<file path="config.mk">
export PLATFORM = sky130hd
export DESIGN_NAME = load_store_unit_flat
export DESIGN_NICKNAME = d
export VERILOG_FILES = /design/src/rtl/lsu_pkg.sv /design/src/rtl/lsu_if.sv /design/src/rtl/lsu_extend.sv /design/src/rtl/load_store_unit.sv /design/src/flat_wrapper.sv
export SDC_FILE = /design/constraint.sdc
export NUM_CORES = 1
export LEC_CHECK = 0
export CORE_ASPECT_RATIO = 0.5
export CORE_MARGIN = 3
export CORE_UTILIZATION = 37
export CTS_CLUSTER_SIZE = 8
export DETAILED_ROUTE_END_ITERATION = 12
export GPL_ROUTABILITY_DRIVEN = 0
export PLACE_DENSITY = 0.82
export REMOVE_ABC_BUFFERS = 1
export SLEW_MARGIN = 20
export SYNTH_ARGS = -nofsm -noshare
export SYNTH_HDL_FRONTEND = slang
export SYNTH_SLANG_ARGS = --single-unit
</file>
<file path="constraint.sdc">
create_clock -name clk -period 1.5 [get_ports clk]
set_clock_uncertainty 0.05 [all_clocks]
set_input_delay 0.15 -clock clk [delete_from_list [all_inputs] [get_ports clk]]
set_output_delay 0.15 -clock clk [all_outputs]
set_load 0.05 [all_outputs]
</file>
<file path="src/rtl/lsu_pkg.sv">
// Shared constants, state encoding and request classification helpers
// for the load/store unit.
package lsu_pkg;

   localparam logic [2:0] DM_B  = 3'b000;
   localparam logic [2:0] DM_H  = 3'b001;
   localparam logic [2:0] DM_W  = 3'b010;
   localparam logic [2:0] DM_BU = 3'b100;
   localparam logic [2:0] DM_HU = 3'b101;

   typedef enum logic [1:0] {
      IDLE,
      SINGLE,
      SPLIT,
      DONE
   } lsu_state_e;

   // Bytes never misalign; halfwords need addr[0]=0, words addr[1:0]=00.
   function automatic logic is_aligned(input logic [2:0] ctrl, input logic [1:0] addrLow);
      case (ctrl)
         DM_H, DM_HU: is_aligned = ~addrLow[0];
         DM_W:        is_aligned = (addrLow == 2'b00);
         default:     is_aligned = 1'b1;
      endcase
   endfunction

   function automatic logic is_legal(input logic we, input logic [2:0] ctrl);
      case (ctrl)
         DM_B, DM_H, DM_W: is_legal = 1'b1;
         DM_BU, DM_HU:     is_legal = ~we;
         default:          is_legal = 1'b0;
      endcase
   endfunction

   function automatic logic [1:0] split_last(input logic [2:0] ctrl);
      split_last = (ctrl == DM_W) ? 2'd3 : 2'd1;
   endfunction

endpackage

</file>
<file path="src/rtl/lsu_if.sv">
// Core request/response handshake plus the data-memory initiator port.
// master = core and memory side, slave = load/store unit.
interface lsu_if;
   logic        req_valid;
   logic        req_ready;
   logic        req_we;
   logic [2:0]  req_ctrl;
   logic [31:0] req_addr;
   logic [31:0] req_wdata;
   logic        rsp_valid;
   logic [31:0] rsp_rdata;
   logic        rsp_error;
   logic [31:0] mem_address;
   logic [31:0] mem_write_data;
   logic        mem_write_enable;
   logic [2:0]  mem_dm_ctrl;
   logic [31:0] mem_read_data;

   modport master (
      output req_valid, req_we, req_ctrl, req_addr, req_wdata, mem_read_data,
      input  req_ready, rsp_valid, rsp_rdata, rsp_error,
      input  mem_address, mem_write_data, mem_write_enable, mem_dm_ctrl
   );

   modport slave (
      input  req_valid, req_we, req_ctrl, req_addr, req_wdata, mem_read_data,
      output req_ready, rsp_valid, rsp_rdata, rsp_error,
      output mem_address, mem_write_data, mem_write_enable, mem_dm_ctrl
   );
endinterface

</file>
<file path="src/rtl/lsu_extend.sv">
// Sign/zero extension of a halfword assembled from split byte loads;
// words and anything else pass through untouched.
module lsu_extend
   import lsu_pkg::*;
(
   input  logic [31:0] data_i,
   input  logic [2:0]  ctrl_i,
   output logic [31:0] data_o
);

   always_comb begin
      data_o = data_i;
      case (ctrl_i)
         DM_H:    data_o = {{16{data_i[15]}}, data_i[15:0]};
         DM_HU:   data_o = {16'h0000, data_i[15:0]};
         default: data_o = data_i;
      endcase
   end

endmodule

</file>
<file path="src/rtl/load_store_unit.sv">
// Load/store unit: one request at a time, aligned accesses in one memory cycle.
// Define LSU_MISALIGNED_EN to split misaligned H/HU/W into byte accesses.
module load_store_unit
   import lsu_pkg::*;
(
   input  logic clk,
   input  logic rst,
   lsu_if.slave bus
);

   lsu_state_e  state_q, state_d;
   logic        we_q, we_d;
   logic [2:0]  ctrl_q, ctrl_d;
   logic [31:0] addr_q, addr_d;
   logic [31:0] wdata_q, wdata_d;
   logic [31:0] rdata_q, rdata_d;
   logic        error_q, error_d;
   logic        split_q, split_d;
   logic [1:0]  count_q, count_d;
   logic [31:0] extData;

   lsu_extend u_extend (
      .data_i (rdata_q),
      .ctrl_i (ctrl_q),
      .data_o (extData)
   );

   always_ff @(posedge clk) begin
      if (rst) begin
         state_q <= IDLE;
         we_q    <= 1'b0;
         ctrl_q  <= 3'b000;
         addr_q  <= 32'h0;
         wdata_q <= 32'h0;
         rdata_q <= 32'h0;
         error_q <= 1'b0;
         split_q <= 1'b0;
         count_q <= 2'd0;
      end else begin
         state_q <= state_d;
         we_q    <= we_d;
         ctrl_q  <= ctrl_d;
         addr_q  <= addr_d;
         wdata_q <= wdata_d;
         rdata_q <= rdata_d;
         error_q <= error_d;
         split_q <= split_d;
         count_q <= count_d;
      end
   end

   always_comb begin
      state_d = state_q;
      we_d    = we_q;
      ctrl_d  = ctrl_q;
      addr_d  = addr_q;
      wdata_d = wdata_q;
      rdata_d = rdata_q;
      error_d = error_q;
      split_d = split_q;
      count_d = count_q;

      bus.req_ready        = 1'b0;
      bus.rsp_valid        = 1'b0;
      bus.rsp_error        = 1'b0;
      bus.rsp_rdata        = 32'h0;
      bus.mem_address      = 32'h0;
      bus.mem_write_data   = 32'h0;
      bus.mem_write_enable = 1'b0;
      bus.mem_dm_ctrl      = DM_W;

      case (state_q)
         IDLE: begin
            bus.req_ready = 1'b1;
            if (bus.req_valid) begin
               we_d    = bus.req_we;
               ctrl_d  = bus.req_ctrl;
               addr_d  = bus.req_addr;
               wdata_d = bus.req_wdata;
               rdata_d = 32'h0;
               count_d = 2'd0;
               split_d = 1'b0;
               error_d = 1'b0;
               if (!is_legal(bus.req_we, bus.req_ctrl)) begin
                  error_d = 1'b1;
                  state_d = DONE;
               end else if (is_aligned(bus.req_ctrl, bus.req_addr[1:0])) begin
                  state_d = SINGLE;
               end else begin
`ifdef LSU_MISALIGNED_EN
                  split_d = 1'b1;
                  state_d = SPLIT;
`else
                  error_d = 1'b1;
                  state_d = DONE;
`endif
               end
            end
         end
         SINGLE: begin
            bus.mem_address      = addr_q;
            bus.mem_write_data   = wdata_q;
            bus.mem_write_enable = we_q;
            bus.mem_dm_ctrl      = ctrl_q;
            if (!we_q) rdata_d = bus.mem_read_data;
            state_d = DONE;
         end
`ifdef LSU_MISALIGNED_EN
         // Byte i of the split goes to base+i; loads fill byte lane i little-endian.
         SPLIT: begin
            bus.mem_address      = addr_q + {30'h0, count_q};
            bus.mem_write_data   = {24'h0, wdata_q[{count_q, 3'b000} +: 8]};
            bus.mem_write_enable = we_q;
            bus.mem_dm_ctrl      = we_q ? DM_B : DM_BU;
            if (!we_q) rdata_d[{count_q, 3'b000} +: 8] = bus.mem_read_data[7:0];
            if (count_q == split_last(ctrl_q)) state_d = DONE;
            else count_d = count_q + 2'd1;
         end
`endif
         DONE: begin
            bus.rsp_valid = 1'b1;
            bus.rsp_error = error_q;
            if (!error_q && !we_q) bus.rsp_rdata = split_q ? extData : rdata_q;
            state_d = IDLE;
         end
         default: state_d = IDLE;
      endcase

      // Reset silences the memory port in the same cycle so an abandoned
      // request cannot land one more write on the reset edge.
      if (rst) begin
         bus.req_ready        = 1'b1;
         bus.rsp_valid        = 1'b0;
         bus.rsp_error        = 1'b0;
         bus.rsp_rdata        = 32'h0;
         bus.mem_address      = 32'h0;
         bus.mem_write_data   = 32'h0;
         bus.mem_write_enable = 1'b0;
         bus.mem_dm_ctrl      = DM_W;
      end
   end

endmodule
</file>
<file path="src/flat_wrapper.sv">
// flat-port wrapper written by rule: the top's interface ports become plain ports
module load_store_unit_flat import lsu_pkg::*;
  (clk, rst, bus_req_valid, bus_req_we, bus_req_ctrl, bus_req_addr, bus_req_wdata, bus_mem_read_data, bus_req_ready, bus_rsp_valid, bus_rsp_rdata, bus_rsp_error, bus_mem_address, bus_mem_write_data, bus_mem_write_enable, bus_mem_dm_ctrl);
  lsu_if bus_i ();
  input  logic clk;
  input  logic rst;
  input wire logic [$bits(bus_i.req_valid)-1:0] bus_req_valid;
  input wire logic [$bits(bus_i.req_we)-1:0] bus_req_we;
  input wire logic [$bits(bus_i.req_ctrl)-1:0] bus_req_ctrl;
  input wire logic [$bits(bus_i.req_addr)-1:0] bus_req_addr;
  input wire logic [$bits(bus_i.req_wdata)-1:0] bus_req_wdata;
  input wire logic [$bits(bus_i.mem_read_data)-1:0] bus_mem_read_data;
  output wire logic [$bits(bus_i.req_ready)-1:0] bus_req_ready;
  output wire logic [$bits(bus_i.rsp_valid)-1:0] bus_rsp_valid;
  output wire logic [$bits(bus_i.rsp_rdata)-1:0] bus_rsp_rdata;
  output wire logic [$bits(bus_i.rsp_error)-1:0] bus_rsp_error;
  output wire logic [$bits(bus_i.mem_address)-1:0] bus_mem_address;
  output wire logic [$bits(bus_i.mem_write_data)-1:0] bus_mem_write_data;
  output wire logic [$bits(bus_i.mem_write_enable)-1:0] bus_mem_write_enable;
  output wire logic [$bits(bus_i.mem_dm_ctrl)-1:0] bus_mem_dm_ctrl;
  assign bus_i.req_valid = bus_req_valid;
  assign bus_i.req_we = bus_req_we;
  assign bus_i.req_ctrl = bus_req_ctrl;
  assign bus_i.req_addr = bus_req_addr;
  assign bus_i.req_wdata = bus_req_wdata;
  assign bus_i.mem_read_data = bus_mem_read_data;
  assign bus_req_ready = bus_i.req_ready;
  assign bus_rsp_valid = bus_i.rsp_valid;
  assign bus_rsp_rdata = bus_i.rsp_rdata;
  assign bus_rsp_error = bus_i.rsp_error;
  assign bus_mem_address = bus_i.mem_address;
  assign bus_mem_write_data = bus_i.mem_write_data;
  assign bus_mem_write_enable = bus_i.mem_write_enable;
  assign bus_mem_dm_ctrl = bus_i.mem_dm_ctrl;
  load_store_unit u_core (.clk(clk), .rst(rst), .bus(bus_i));
endmodule
</file>
After elaboration in Yosys (flattened, before gate mapping)
Index checks and enable logic that the tools add are counted.
Widths: inputs -> output; s select.
{"block": "totals", "ff_bits": 103, "inputBits": 103, "elab_cells": 62}
{"block": "classes", "eq_ne": 8, "muxes": 33, "bitwise_logic": 2, "n_reduce_logical": 12}
{"op": "$mux 32", "count": 9}
{"op": "$pmux 32 s2", "count": 1}
{"op": "$mux 1", "count": 15}
{"op": "$eq 3x3->1 const B", "count": 2}
{"op": "$mux 2", "count": 3}
{"op": "$mux 3", "count": 2}
{"op": "$logic_not 2->1", "count": 2}
{"op": "$ne 2x2->1 const B", "count": 2}
{"op": "$pmux 1 s2", "count": 2}
{"op": "$pmux 2 s2", "count": 1}
{"op": "$reduce_or 2->1", "count": 2}
{"op": "$eq 3x1->1 const B", "count": 1}
{"op": "$eq 3x2->1 const B", "count": 1}
{"op": "$logic_not 3->1", "count": 1}
{"op": "$reduce_and 3->1", "count": 1}
{"op": "$reduce_or 3->1", "count": 1}
{"op": "$eq 2x1->1 const B", "count": 1}
{"op": "$eq 2x2->1 const B", "count": 1}
{"op": "$logic_not 1->1", "count": 2}
{"op": "$not 1->1", "count": 2}
{"op": "$reduce_and 2->1", "count": 1}
{"op": "$reduce_bool 2->1", "count": 1}
{"op": "$logic_and 1x1->1", "count": 1}

Longest topological paths before layout
{"block": "logic_depth", "word_depth": 12, "ltp_mapped": 7}

Least setup slack after synthesis
No wires, ideal clock.
{"block": "synth_timing", "kind": "register -> output", "start": "reg u_core.state_q[0]", "end": "out bus_rsp_rdata[10]", "arrival_time_ns": 2.009, "required_ns": 1.300, "path_slack_ns": -0.709, "stages_incl_launch_ff": 6, "cell_sequence": "dfxtp_1 buf_2 and3b_1 nor3b_1 clkbuf_1 and2_1"}
{"block": "synth_between", "elab_chain_cells": 3}
{"element": "start, declared", "line_no": "load_store_unit.sv:11", "rtl": "lsu_state_e state_q, state_d;"}
{"element": "start signal, assigned", "line_no": "load_store_unit.sv:40", "rtl": "state_q <= state_d;"}
{"element": "$eq 2x2->1", "line_no": "load_store_unit.sv:72", "rtl": "case (state_q)"}
{"element": "$mux 32", "line_no": "load_store_unit.sv:72"}
{"element": "$mux 32", "line_no": "load_store_unit.sv:131", "rtl": "if (rst) begin"}
{"element": "end, declared", "line_no": "flat_wrapper.sv:15", "rtl": "output wire logic [$bits(bus_i.rsp_rdata)-1:0] bus_rsp_rdata;"}
No other way between the ends.

Final worst setup path
{"block": "layout_timing", "start": "reg u_core.state_q[0]", "end": "out bus_rsp_rdata[11]"}
The elaborated chain is that of the path after synthesis.

==> flow_summary_export.csv <==
group,metric,value,unit
floorplan,fp-row-count,27,
route,wl_met2,11.7,mm
route,avgRoutedWirePerCell,25.6,microns
cells_and_area,drive_gt1_frac,0.545,
place,place_ws,-310,ps
worst_setup_path,slowest_delay,370,ps
clock_tree,holdBufCountCts,0,
worst_hold_path,hp-class,"in -> reg",
place,port_buffers,205,
route,highest_layer,"met4",
sta,min_period,2000,ps
yosys,synth_top_area_frac,0.477,
clock_tree,insertion_delay,350,ps
yosys,synth.distinct_cells,22,
floorplan,start_util,0.387,
sta,worst_pin_slew,985,ps
sta,hold_slack,150,ps
yosys,yosysSeqAreaShare,0.477,
yosys,synth_cells,540,
cells_and_area,nets,884,
sta,finalSetupViolCount,203,
worst_setup_path,critical_path.startpoint_type,"register",
clock_tree,cts.sinks,103,
sta,fmax,499,MHz
route,drc,0,
sta,relSlewSlack,0.343,
route,drt-met1-wl,9.28,mm
cells_and_area,post-route-cell-area,9970,sq um
route,viasPerCell,5.66,
route,drt_iter0_drc,490,
yosys,syn_avg_cell_area,8.01,sq um
worst_setup_path,critPathArrivalTime,1800,ps
place,place_area,7660,sq um
place,dpl.hpwl,9.51,mm
sta,maxSlewViolCount,0,
worst_setup_path,criticalPathCategory,"reg -> out",
sta,rsz0062_at_grt,"true",
cells_and_area,diodes,0,
yosys,synth_top_cell_by_area,"dfxtp_1",
clock_tree,cts_tree,"built",
floorplan,die_w,159,microns
worst_setup_path,rr_startpoint,"u_core.state_q[1]",
floorplan,core_region_area,11200,sq um
grt,grt_usage,0.241,
status,violations,"negative setup slack",
status,status,"finished with violations",
worst_setup_path,slowest_stage,"dfxtp_2",
power_and_ir_drop,peakVddDrop,0.703,mV
clock_tree,cts_root_buf,"clkbuf_16",
worst_setup_path,crit_end,"bus_rsp_rdata[11]",
sta,finalCritPeriodShare,1.34,
grt,grt_overflow_total,0,
place,dp_cells,878,
floorplan,die_h,82.5,microns
worst_setup_path,cp_max_fo,8,
worst_setup_path,critical_path.top_delay_family,"simple AND/OR/NAND/NOR gates",
yosys,yosysWarnings,0,
route,first_pass_iters,5,
worst_setup_path,crit_start,"u_core.state_q[0]",
worst_setup_path,r2r_cells,9,
yosys,synth_area_leaders,"dfxtp_1 48%, and2_1 14%, nand2_1 12%",
cells_and_area,final_cells,944,
power_and_ir_drop,total_leakage_power,3.99,nW
grt,grt_pass1_vias,4742,
grt,grt_max_degree,70,
sta,hold_viol,0,
floorplan,ios,206,
cells_and_area,area.growth.synth_to_final,131,%
yosys,syn_area,4330,sq um
route,routed_wl,24.2,mm
yosys,synth_seq_cells,103,
grt,grt_pass1_wl,25.1,mm
clock_tree,clock_path_buffers,2,
worst_setup_path,rrSetupSlack,-330,ps
route,drtAntennaViolNets,0,
clock_tree,cts_inserted_buffers,9,
grt,antenna_found_initial,0,
cells_and_area,fin_util,0.892,
flow_run,drv_cap,0,
worst_setup_path,end_kind,"output port",
power_and_ir_drop,p_per_area,816,nW/um^2
route,vias,5347,
worst_setup_path,cp.buffers_inverters,3,
worst_setup_path,path_cells,"and3b_1 > nor3b_4 > buf_6 > clkbuf_16 > and2_4 > buf_12",
worst_setup_path,rr_endpoint,"u_core.rdata_q[25]",
sta,worst_slack,-504,ps
worst_setup_path,cp.depth,6,
floorplan,dieArea,13100,sq um
route,dr_wl_met3,2.00,mm
worst_setup_path,required,1300,ps
clock_tree,path_clk_slew,70,ps
clock_tree,htree_levels,3,
## final cells by class
| type | instances | area (sq um) |
|---|---|---|
| timing repair buffer | 278 | 4260 |
| sequential | 103 | 2060 |
| tap | 159 | 199 |
| multi-input combinational | 389 | 3140 |
| clock buffer | 11 | 243 |
| fill | 402 | 1210 |
| clock inverter | 4 | 70.1 |
## where the power goes
group,total [mW],internal (mW),leakage (nW),switching [mW]
registers,3.22,2.99,0.848,0.226
logic,2.33,1.23,2.98,1.10
clock network,2.59,1.50,0.155,1.09
total,8.14,5.71,3.99,2.42
## cells by family after synthesis
| group | share of synthesized area |
|---|---|
| buf+inv | 0.0466 |
| simple gates | 0.288 |
| flops | 0.477 |
| compound gates | 0.188 |
## Yosys cell counts
cell         n
a21oi_1    102
a221oi_1     1
a2bb2oi_1   32
and2_1     100
and3b_1      1
buf_2       11
buf_6        1
clkbuf_1    36
dfxtp_1    103
nand2_1    137
nand2b_1     3
nand3b_1     1
nor2_1       2
nor2b_1      1
nor3_1       1
nor3b_1      1
nor3b_2      2
nor4_1       1
o21a_1       1
o21bai_1     1
or3_1        1
or3b_1       1
## registers in the layout, indices dropped and copies added (netlist names)
register,cells
u_core.addr_q,32
u_core.rdata_q,32
u_core.wdata_q,32
u_core.ctrl_q,3
u_core.state_q,2
u_core.error_q,1
u_core.we_q,1
## cells in the final DEF, fill, tap and decap left out, drive strengths merged
cell type,netlist,layout
and2,100,100
dfxtp,103,103
clkinv,0,2
nor3,1,1
nand2,137,137
clkbuf,36,24
nor4,1,1
or3b,1,1
nand3b,1,1
bufinv,0,2
o21bai,1,1
nor2,2,2
nor3b,3,3
clkdlybuf4s50,0,101
a21oi,102,102
nand2b,3,3
o21a,1,1
buf,12,164
a221oi,1,1
a2bb2oi,32,32
or3,1,1
and3b,1,1
nor2b,1,1
## per-layer routing
metal  global-route usage  vias to the layer above
met4               0.0900                        0
met2                0.453                      372
met5                    0                        -
li1                     -                     2265
met3               0.0608                      111
met1                0.273                     2599
## what timing repair did
item	4_1_cts	5_1_grt
setup buffers	14	14
pin swaps	42	123
endpoints found under the setup margin	134	203
gates cloned	9	23
gates resized for setup	131	202
## worst reg2reg max path, stage by stage, from the launching register on
cell and delay [ps]:
dfxtp_2 340, buf_6 120, nor3b_4 230, buf_6 220, buf_6 150, buf_12 100
buf_12 110, clkbuf_16 170, a21oi_2 60, a2bb2oi_1 180
## worst min path at each step
| stage | slack, ps | from | depth (start not counted) | endpoint |
|---|---|---|---|---|
| 6_report | 150 | rst | 3 | u_core.we_q |
| 5_1_grt | 140 | rst | 3 | u_core.we_q |
| 4_1_cts | 100 | rst | 3 | u_core.addr_q[17] |
| 3_5_place_dp | 390 | u_core.wdata_q[22] | 2 | u_core.wdata_q[22] |
| 3_3_place_gp | 380 | u_core.addr_q[17] | 2 | u_core.addr_q[17] |
| 2_1_floorplan | 170 | rst | 1 | u_core.addr_q[0] |
## through the flow
stage          power [mW]  setup TNS, ps
3_5_place_dp         4.52         -22870
3_3_place_gp         4.46         -19690
5_1_grt              8.32         -71790
2_1_floorplan        3.79        -314240
6_report             8.14         -66900
4_1_cts              7.23         -44720
Note: power is estimated with default switching activity, not from simulation.
